File: config.mk
export PLATFORM = sky130hd
export DESIGN_NAME = mc_controller
export DESIGN_NICKNAME = d
export VERILOG_FILES = /design/src/rtl/mc_controller.sv
export SDC_FILE = /design/constraint.sdc
export NUM_CORES = 1
export LEC_CHECK = 0
export CAP_MARGIN = 5
export CORE_ASPECT_RATIO = 0.9
export CORE_UTILIZATION = 51
export DETAILED_ROUTE_END_ITERATION = 10
export PLACE_DENSITY = 0.9
export SLEW_MARGIN = 0
export SYNTH_ARGS = -nofsm -noshare
export SYNTH_HDL_FRONTEND = slang
export SYNTH_SLANG_ARGS = --single-unit
File: constraint.sdc
create_clock -name clk -period 2.45 [get_ports clk]
set_input_delay 0.3675 -clock clk [delete_from_list [all_inputs] [get_ports clk]]
set_output_delay 0.3675 -clock clk [all_outputs]
set_load 0.01 [all_outputs]
File: src/rtl/mc_controller.sv
// Multicycle RV32I control sequencer: steps each instruction through FETCH..WB over a
// shared req/ready memory port, resolves branches from ALU flags, traps and counts retires.
`timescale 1ns/1ps
module mc_controller #(
  parameter int unsigned WAIT_MAX = 255,
  parameter int unsigned WAIT_W   = 8,
  parameter int unsigned CNT_W    = 32
) (
  input  logic             clk,
  input  logic             reset,
  input  logic [6:0]       opcode,
  input  logic [2:0]       funct3,
  input  logic [3:0]       flags,
  input  logic             mem_ready,
  output logic             mem_req,
  output logic             mem_we,
  output logic             adr_src,
  output logic             pc_write,
  output logic             ir_write,
  output logic             reg_write,
  output logic [1:0]       result_src,
  output logic [1:0]       alu_src_a,
  output logic [1:0]       alu_src_b,
  output logic [1:0]       alu_op,
  output logic             illegal,
  output logic             bus_err,
  output logic [CNT_W-1:0] instret
);

  typedef enum logic [3:0] {
    S_FETCH, S_DECODE, S_MEMADR, S_MEMREAD, S_MEMWB, S_MEMWRITE, S_EXECR, S_EXECI,
    S_ALUWB, S_JAL, S_JALR, S_JALR2, S_BRANCH, S_LUI, S_TRAP
  } state_t;

  state_t              state_q, state_d;
  logic [WAIT_W-1:0]   wait_q, wait_d;
  logic [CNT_W-1:0]    instret_q, instret_d;
  logic                illegal_q, illegal_d;
  logic                bus_err_q, bus_err_d;

  logic                req_c, we_c, adr_c, pcw_c, irw_c, rw_c;
  logic [1:0]          rs_c, a_c, b_c, op_c;
  logic                n_f, z_f, c_f, v_f;
  logic                br_taken;

  assign {n_f, z_f, c_f, v_f} = flags;

  always_comb begin
    br_taken = 1'b0;
    case (funct3)
      3'b000:  br_taken = z_f;
      3'b001:  br_taken = ~z_f;
      3'b100:  br_taken = n_f ^ v_f;
      3'b101:  br_taken = ~(n_f ^ v_f);
      3'b110:  br_taken = ~c_f;
      3'b111:  br_taken = c_f;
      default: br_taken = 1'b0;
    endcase
  end

  always_comb begin
    state_d   = state_q;
    illegal_d = illegal_q;
    bus_err_d = bus_err_q;
    req_c = 1'b0; we_c = 1'b0; adr_c = 1'b0;
    pcw_c = 1'b0; irw_c = 1'b0; rw_c = 1'b0;
    rs_c  = 2'b00; a_c = 2'b00; b_c = 2'b00; op_c = 2'b00;

    case (state_q)
      S_FETCH: begin
        req_c = 1'b1; b_c = 2'b10; rs_c = 2'b10;
        if (mem_ready) begin
          irw_c   = 1'b1;
          pcw_c   = 1'b1;
          state_d = S_DECODE;
        end
      end
      S_DECODE: begin
        a_c = 2'b01; b_c = 2'b01;
        case (opcode)
          7'b0000011, 7'b0100011: state_d = S_MEMADR;
          7'b0110011:             state_d = S_EXECR;
          7'b0010011:             state_d = S_EXECI;
          7'b1101111:             state_d = S_JAL;
          7'b1100111:             state_d = S_JALR;
          7'b1100011:             state_d = S_BRANCH;
          7'b0110111:             state_d = S_LUI;
          7'b0010111:             state_d = S_ALUWB;
          default: begin
            state_d   = S_TRAP;
            illegal_d = 1'b1;
          end
        endcase
      end
      S_MEMADR: begin
        a_c = 2'b10; b_c = 2'b01;
        state_d = opcode[5] ? S_MEMWRITE : S_MEMREAD;
      end
      S_MEMREAD: begin
        req_c = 1'b1; adr_c = 1'b1;
        if (mem_ready) state_d = S_MEMWB;
      end
      S_MEMWB: begin
        rs_c = 2'b01; rw_c = 1'b1;
        state_d = S_FETCH;
      end
      S_MEMWRITE: begin
        req_c = 1'b1; we_c = 1'b1; adr_c = 1'b1;
        if (mem_ready) state_d = S_FETCH;
      end
      S_EXECR: begin
        a_c = 2'b10; b_c = 2'b00; op_c = 2'b10;
        state_d = S_ALUWB;
      end
      S_EXECI: begin
        a_c = 2'b10; b_c = 2'b01; op_c = 2'b10;
        state_d = S_ALUWB;
      end
      S_ALUWB: begin
        rw_c = 1'b1;
        state_d = S_FETCH;
      end
      S_JAL, S_JALR2: begin
        pcw_c = 1'b1; a_c = 2'b01; b_c = 2'b10;
        state_d = S_ALUWB;
      end
      S_JALR: begin
        a_c = 2'b10; b_c = 2'b01;
        state_d = S_JALR2;
      end
      S_BRANCH: begin
        a_c = 2'b10; b_c = 2'b00; op_c = 2'b01;
        // funct3 010/011 have no branch meaning; they trap without redirecting the PC
        if (funct3[2:1] == 2'b01) begin
          state_d   = S_TRAP;
          illegal_d = 1'b1;
        end else begin
          pcw_c   = br_taken;
          state_d = S_FETCH;
        end
      end
      S_LUI: begin
        rs_c = 2'b11; rw_c = 1'b1;
        state_d = S_FETCH;
      end
      S_TRAP: state_d = S_TRAP;
      default: state_d = S_TRAP;
    endcase

    if ((WAIT_MAX != 0) && req_c && !mem_ready && (wait_q == WAIT_W'(WAIT_MAX))) begin
      state_d   = S_TRAP;
      bus_err_d = 1'b1;
    end

    if ((req_c && mem_ready) || (state_d != state_q)) wait_d = '0;
    else if (req_c)                                   wait_d = wait_q + WAIT_W'(1);
    else                                              wait_d = wait_q;

    instret_d = instret_q;
    if ((state_d == S_FETCH) &&
        (state_q inside {S_MEMWB, S_MEMWRITE, S_ALUWB, S_BRANCH, S_LUI}))
      instret_d = instret_q + CNT_W'(1);
  end

  always_ff @(posedge clk or negedge reset) begin
    if (!reset) begin
      state_q   <= S_FETCH;
      wait_q    <= '0;
      instret_q <= '0;
      illegal_q <= 1'b0;
      bus_err_q <= 1'b0;
    end else begin
      state_q   <= state_d;
      wait_q    <= wait_d;
      instret_q <= instret_d;
      illegal_q <= illegal_d;
      bus_err_q <= bus_err_d;
    end
  end

  // Strobes are gated directly by reset so they drop the instant reset goes low
  assign mem_req    = req_c & reset;
  assign mem_we     = we_c  & reset;
  assign adr_src    = adr_c & reset;
  assign pc_write   = pcw_c & reset;
  assign ir_write   = irw_c & reset;
  assign reg_write  = rw_c  & reset;
  assign result_src = reset ? rs_c : 2'b00;
  assign alu_src_a  = reset ? a_c  : 2'b00;
  assign alu_src_b  = reset ? b_c  : 2'b00;
  assign alu_op     = reset ? op_c : 2'b00;
  assign illegal    = illegal_q;
  assign bus_err    = bus_err_q;
  assign instret    = instret_q;

endmodule

# Yosys cells after proc, flatten, opt, wreduce, memory -nomap -nowiden
# Index checks and enable logic that the tools add are counted.
# totals
register_bits	46
latchBits	0
ram_bits	0
rom_bits	0
input_bits	17
out_inout_bits	48
elab_cells	104
memories	0
# op_classes
addsub	2
n_mul	0
div	0
order_cmp	0
n_eq_ne	32
shifts	0
mux	30
bitwise_logic	10
reduce_logical	25
# ops
op	n
one-hot mux 4 bit (9 select lines)	1
adder 32 x 1 -> 32 bit, second input constant	1
one-hot mux 4 bit (8 select lines)	1
== test 4 bit, second input constant	6
== test 7 x 6 -> 1 bit, second input constant	3
== test 7 bit, second input constant	3
2-to-1 mux 4 bit	5
== test 4 x 3 -> 1 bit, second input constant	4
2-to-1 mux 8 bit	2
== test 7 x 5 -> 1 bit, second input constant	2
== test 3 bit, second input constant	4
one-hot mux 2 bit (2 select lines)	3
OR reduction 3 bit	4
2-to-1 mux 1 bit	9
OR reduction 9 bit	1
adder 8 x 1 -> 8 bit, second input constant	1
== test 4 x 2 -> 1 bit, second input constant	2
== test 8 bit, second input constant	1
logical NOT 4 bit	2
2-to-1 mux 2 bit	4
OR reduction 2 bit	4
OR reduction 4 bit	2
== test 7 x 2 -> 1 bit, second input constant	1
bitwise AND 1 bit	6
other kinds (20)	27

# Depth between registers and ports, before layout
# Gate-level depths: netlist of run 1.
# logic_depth
depth_word	9
depth_mapped	8
mapped_depth_nobuf	6

# Worst setup path before layout of run 1
# OpenSTA, ideal clock, no wires.
# synth_path
path_type	reg2reg
from	register state_q[3]
to	register instret_q[1], in the netlist instret[1]
t_arrival_ns	1.881
required_time_ns	2.325
path_slack_ns	0.444
path_stages_with_launch	7
synth_period_minus_slack_ns	2.006
path_cell_list	dfrtp_1 -> buf_2 -> or4b_4 -> a21oi_1 -> a22oi_2 -> nand4_1 -> mux2_2
# synth_via
elab_chain_len	8
# synth_lines
element	line	text
from (decl)	35	state_t state_q, state_d;
from (signal assigned)	173	state_q <= state_d;
branches (longest 7 deep; another with one-hot mux 4 bit (9 select lines))	n/a	
logical AND 1 bit *	160	if ((state_d == S_FETCH) &&
to (signal assigned)	175	instret_q <= instret_d;
to (decl)	37	logic [CNT_W-1:0] instret_q, instret_d;
# Mark *: on every way between the ends.
# A chain may end at the register's enable or synchronous reset.

# Worst setup path in the final report of run 1
# layout_path
from	register state_q[1]
to	output alu_src_a[1]
# layout_via
elab_chain_len	4
# layout_lines
element	line	text
== test 4 bit (tied with other cells)	69	case (state_q)
OR reduction 5 bit (no source line) or OR reduction 3 bit (tied branches)	n/a	
one-hot mux 2 bit (2 select lines) *	69	
2-to-1 mux 2 bit *	189	assign alu_src_a = reset ? a_c : 2'b00;
to (decl)	22	output logic [1:0] alu_src_a,
# Every way passes the cells marked *; elsewhere a longest branch is shown, timed or not.

==> results.md, run 1 <==
- Tot GR Track Use: 0.2595
- Syn Area/Cell: 9.386 sq um
- Multi-input logic area: 0.001689 sq mm
- Area grow syn2layout: 37.85%
- DRT iter0 DRCs: 202
- CP endpoint kind: output pin
- # DRC: 0
- Pwr Total: 3.436 mW
- Post-synth top cells: dfrtp_1, xor2_1, nand2_1, nor3_1, nor2_1
- Min Tclk post-route: 2426 ps
- Vias in the first global route: 2518
- Final Hold Vio Count: 0
- Clock latency at the later pin of the worst-skew pair: 300 ps
- CTS max path bufs: 2
- Hold Slack: 208.0 ps
- Largest area contributor in the netlist: dfrtp_1
- Die area: 0.006030 sq mm
- CTS Root Cell: clkbuf_8
- Port bufs: 64
- Max Slew Vio Count: 0
- Avg Vias per Cell: 5.807
- # Max-Cap Violations: 0
- Critical path, cell by cell: or2b_4 -> o21ai_1 -> o2bb2ai_2 -> and2_1 -> clkdlybuf4s50_1
- Worst rel slew slack: 0.7282
- Share of cells above drive strength 1: 0.1927
- Final setup fails: 0
- Sink Count: 46
- Top cells by area, synth: dfrtp_1, xor2_1, nor3b_1
- Ys async rst share: 1.000
- Largest net degree at the start of global routing: 26
- Chip width: 81.75 um
- Nets: 428
- Startpoint Class: flip-flop
- Final ANT Viol Nets: 0
- Diode count: 0
- Hold Path Class: in2async
- Outcome: finished clean
- Reg clk slew, reported paths: 90 ps
- Core box area: 0.005380 sq mm
- Post-synth EDFFs: 0
- Critical Path RT: 2080 ps
- RSZ-0062 raised after global routing: true
- Detailed Routing Iterations Pass 1: 5
- Final Util: 0.7479
- Via Count: 2770
- CP max FO: 13
- Synth Cell Area: 0.002919 sq mm
- Post-synth top area share: 0.3943
- Synth warn: 0
- Register area share after synthesis: 0.3943
- Initial antenna violation count: 0
- Clock Skew: 8.903 ps
- Effective utilization at floorplan: 0.5426
- I/O Pins: 65
- Fmax: 412.2 MHz
- Static leakage: 1.863 nW
- Num CTS Buffers: 5
- Final period utilization: 0.9902
- Routability congestion estimate: 0.9597
- Syn nets: 330
- Final wirelength: 7741 um
- Sequential Area: 0.001156 sq mm
- Peak supply drop: 0.0005540 V
- Worst-Margin Slew: 403.3 ps
- Worst path slowest cell: dfrtp_2
- DP HPWL: 5483 um
- Die Y-Extent: 73.77 um
- Fill count: 370
- Post-synth cell types: 57
- Main synth FF type: dfrtp_1
- Power Dens Cells: 853.9 mW/mm^2
- WS Path Type: reg2out
- CTS H-tree lvls: 2
- Drt wl/cell: 16.23 um
- Arrival @ worst endpoint: 2060 ps
- Synth Instances: 311
- Synthesis-stage register bit count: 46
- Largest incremental delay on the critical path: 550 ps
- First-pass GRT wire length: 11940 um
- GRT overflow: 0
- Standard-cell row count: 25
- Count leader, synth: dfrtp_1
- TritonCTS clock tree: yes
-- logic make-up after synthesis --
| logic type | after synthesis | synth area share |
|---|---|---|
| buffers and inverters | 24 | 0.03900 |
| XOR/XNOR | 45 | 0.1376 |
| AO/OA/AOI/OAI | 40 | 0.1097 |
| AND/OR/NAND/NOR | 151 | 0.3001 |
| adder cells (fa/ha/maj) | 2 | 0.008571 |
| flip-flops | 46 | 0.3943 |
| multiplexers | 3 | 0.01072 |
-- stage by stage --
step	worst slack, ps	TNS, ps	instances	instance area (sq um)
6_report	23.91	0	477	4024
2_1_floorplan	444.0	0	311	2919
3_3_place_gp	-56.78	-465.3	459	3787
4_1_cts	13.53	0	470	3926
3_5_place_dp	-135.1	-1983	459	3787
5_1_grt	-60.06	-111.1	477	4024
-- layout by cell type, fill, tap and decap left out, types with 11 or more instances in the layout --
cell / n
nand3_1: 14
xor2_1: 34
clkdlybuf4s50_1: 58
nor2_1: 19
nand2_1: 23
nor3_1: 20
dfrtp_1: 42
nor3b_1: 14
inv_1: 11
buf_4: 38
-- worst paths after layout --
kind,from,end,slack (ps),cells past startpoint
min,reset,wait_q[2]$_DFFE_PN0P_,210,2
min in group clk,instret[31]$_DFFE_PN0P_,instret[31]$_DFFE_PN0P_,480,1
max reg2reg,state_q[2]$_DFF_PN0_,wait_q[0]$_DFFE_PN0P_,120,8
max in group asynchronous,reset,state_q[1]$_DFF_PN0_,1550,2
min reg2reg,instret[31]$_DFFE_PN0P_,instret[31]$_DFFE_PN0P_,480,1
max,state_q[1]$_DFF_PN0_,alu_src_a[1],20,5
-- sequential cells by signal, indices dropped and copies added, names as in the netlist --
register / cells
wait_q: 8
instret: 32
bus_err: 1
illegal: 1
state_q: 4
-- power by group --
group	internal (mW)	switching, mW
registers	0.852	0.154
clock network	0.305	0.264
logic	0.914	0.947
-- what timing repair did --
action | 4_1_cts | 5_1_grt
endpoints found under the hold margin | 4 | 0
resized for setup | 4 | 13
setup endpoints to repair | 5 | 14
buffers inserted | 2 | 7
hold buffers | 1 | 0
pin swaps | 0 | 2
-- worst max-delay path, delay by kind of cell, from the launching register on --
family / cells / cell delay, ps
and+or+nand+nor: 2 / 450
buffers and inverters: 1 / 530
AOI/OAI and AO/OA: 2 / 230
DFF: 1 / 550
-- layer usage --
| layer | routed length (um) | share of wire | up-vias | track usage |
|---|---|---|---|---|
| met3 | 510 | 0.066 | 22 | 0.04845 |
| met5 | 0 | 0 | - | 0 |
| li1 | - | - | 1294 | - |
| met4 | 153 | 0.020 | 0 | 0.07797 |
| met2 | 3783 | 0.49 | 114 | 0.4334 |
| met1 | 3294 | 0.43 | 1340 | 0.3405 |
-- layout make-up --
class / count / share of cell area
inverters: 12 / 0.01119
flip-flops and latches: 46 / 0.2873
multi-input cells: 241 / 0.4198
clock buffers: 6 / 0.01803
clock inverters: 2 / 0.009328
well taps: 67 / 0.02083
repair buffers: 103 / 0.2335
No activity file was read; power rests on OpenSTA's default activity.
==> run 2: changes to the inputs <==
==> constraint.sdc (replaced) <==
create_clock -name clk -period 2.45 [get_ports clk]
set_input_delay 0.3675 -clock clk [delete_from_list [all_inputs] [get_ports clk]]
set_output_delay 0.3675 -clock clk [all_outputs]
set_load 0.1 [all_outputs]
==> run 2 against run 1 <==
Against the previous run: non-clock buffer count shrank 13; combinational power grew 42%; first-iteration DRC count shrank 31%; cell count shrank 2.7%; sequential power shrank 5%; highest routed layer unchanged.
==> results.md, run 2 (synthesized netlist as in run 1, its figures left out) <==
- Largest net degree at the start of global routing: 37 (was 26)
- Avg Vias per Cell: 5.737 (was 5.807)
- CTS max path bufs: 2 (unchanged)
- Initial antenna violation count: 0 (unchanged)
- WHS Endpoint: instret[31]$_DFFE_PN0P_
- Reg clk slew, reported paths: 90 ps (about the same)
- Largest register FFs: 32 (unchanged)
- Post-DP Area: 0.003874 sq mm (was 0.003787 sq mm)
- Power Dens Cells: 1016 mW/mm^2 (was 853.9 mW/mm^2)
- Final setup fails: 0 (unchanged)
- WHS Path Cells: 1
- CP max FO: 11 (was 13)
- Detailed Routing Iterations Pass 1: 5 (unchanged)
- Reg2reg end: instret[28]$_DFFE_PN0P_ (was wait_q[0]$_DFFE_PN0P_)
- WS Path Type: in2reg (was reg2out)
- CTS Root Cell: clkbuf_8 (unchanged)
- Effective utilization at floorplan: 0.5426 (unchanged)
- Num CTS Buffers: 5 (unchanged)
- Pre-CTS setup slack: -206.4 ps (was -135.1 ps)
- Share of cells above drive strength 1: 0.2972 (was 0.1927)
- Port bufs: 64 (unchanged)
- Design Area, Final: 0.003984 sq mm (was 0.004024 sq mm)
- Final wirelength: 7168 um (was 7741 um)
- Min Tclk post-route: 2313 ps (was 2426 ps)
- Via Count: 2662 (was 2770)
- Hold Path Class: reg2reg (was in2async)
- Outcome: finished clean (unchanged)
- Diode count: 0 (unchanged)
- Final Worst Setup Slack: 137.5 ps (was 23.91 ps)
- Routability congestion estimate: 0.9132 (was 0.9597)
- Vias in the first global route: 2602 (was 2518)
- DRT iter0 DRCs: 140 (was 202)
- RR Startpoint: state_q[0]$_DFF_PN0_ (was state_q[2]$_DFF_PN0_)
- Die Y-Extent: 73.77 um (unchanged)
- Worst-Margin Slew: 454.6 ps (was 403.3 ps)
- Nets: 415 (was 428)
- Final ANT Viol Nets: 0 (unchanged)
- Core box area: 0.005380 sq mm (unchanged)
- Final Hold Vio Count: 0 (unchanged)
- Final period utilization: 0.9439 (was 0.9902)
- Most frequent cells in the layout: buf_4, dfrtp_1, xor2_1 (was clkdlybuf4s50_1, dfrtp_1, buf_4)
- Peak supply drop: 0.0008315 V (was 0.0005540 V)
- Area grow syn2layout: 36.48% (was 37.85%)
- Die area: 0.006030 sq mm (unchanged)
- Worst Reg2Reg Path Length in Cells: 8 (unchanged)
- Clock latency at the later pin of the worst-skew pair: 300 ps (about the same)
- Fmax: 432.4 MHz (was 412.2 MHz)
- Worst rel slew slack: 0.6970 (was 0.7282)
- Drt wl/cell: 15.45 um (was 16.23 um)
- Chip width: 81.75 um (unchanged)
- CP endpoint kind: flip-flop (was output pin)
- Hold path startpoint: instret[31]$_DFFE_PN0P_
- Placed cell count: 455 (was 459)
- I/O Pins: 65 (unchanged)
- Crit path from: opcode[6] (was state_q[1]$_DFF_PN0_)
- Max Slew Vio Count: 0 (unchanged)
- RSZ-0062 raised after global routing: false (was true)
- Worst R2R Setup Slack: 140 ps (was 120 ps)
- Standard-cell row count: 25 (unchanged)
- # DRC: 0 (unchanged)
- Clock Skew: 10.38 ps (was 8.903 ps)
- DP HPWL: 5349 um (was 5483 um)
- GRT overflow: 0 (unchanged)
- Critical Path RT: 2670 ps (was 2080 ps)
- TritonCTS clock tree: yes (unchanged)
- CTS H-tree lvls: 2 (unchanged)
- Sink Count: 46 (unchanged)
- Static leakage: 1.860 nW (was 1.863 nW)
- Startpoint Class: input pin (was flip-flop)
- Arrival @ worst endpoint: 2540 ps (was 2060 ps)
- Tot GR Track Use: 0.2625 (was 0.2595)
- # Max-Cap Violations: 0 (unchanged)
- Most common cell after layout, fill and taps aside: buf_4 (was clkdlybuf4s50_1)
- Final cell count without fillers: 464 (was 477)
- First-pass GRT wire length: 12120 um (was 11940 um)
-- run 2: worst max-delay path, stage by stage --
cell and delay, ps:
clkdlybuf4s50_1 480, buf_4 170, nor2_1 120, o21ai_0 160, a22oi_2 290, nand4_4 250, buf_4 230, nor3_1 270
xor2_1 190
-- run 2: area by class of cell --
cell class	count	area [sq um]
repair buffers	90	890.9
well taps	67	83.83
clock buffers	6	72.57
multi-input cells	241	1723
inverters	12	45.04
fillers	398	1396
clock inverters	2	13.76
flip-flops and latches	46	1155
-- run 2: routing by layer --
| layer | wire, um | global-route usage | vias up |
|---|---|---|---|
| met2 | 3549 | 0.4637 | 103 |
| met5 | 0 | 0 | - |
| met4 | 85 | 0.07212 | 0 |
| met1 | 3089 | 0.3286 | 1274 |
| li1 | - | - | 1274 |
| met3 | 444 | 0.04348 | 11 |
-- run 2: worst max-delay path by stage --
stage | endpoint | cells past startpoint
finish | instret[28]$_DFFE_PN0P_ | 9
global route | wait_q[0]$_DFFE_PN0P_ | 7
CTS | wait_q[2]$_DFFE_PN0P_ | 7
detailed placement | wait_q[2]$_DFFE_PN0P_ | 7
global placement | wait_q[0]$_DFFE_PN0P_ | 7
floorplan | alu_op[0] | 3
-- run 2: timing repair --
| action | 4_1_cts | 5_1_grt |
|---|---|---|
| resized for setup | 0 | 3 |
| endpoints found under the setup margin | 0 | 9 |
| setup buffers | 0 | 0 |
| hold buffers | 1 | 0 |
| endpoints found under the hold margin | 8 | 0 |
-- run 2: through the flow --
stage / total power, mW / util / TNS, ps / hold WS (ps)
finish: 4.048 / 0.7405 / 0 / 472.9
global route: 4.267 / 0.7405 / 0 / 488.5
CTS: 4.047 / 0.7379 / 0 / 474.6
detailed placement: 3.591 / 0.7200 / -1862 / 318.2
global placement: 3.532 / 0.7200 / -806.6 / 311.2
floorplan: 2.813 / - / -459.8 / 71.91
-- run 2: report_power, final --
part / switching [mW] / internal (mW)
Combinational: 1.72 / 0.924
Sequential: 0.111 / 0.846
Clock: 0.250 / 0.201
Total: 2.08 / 1.97
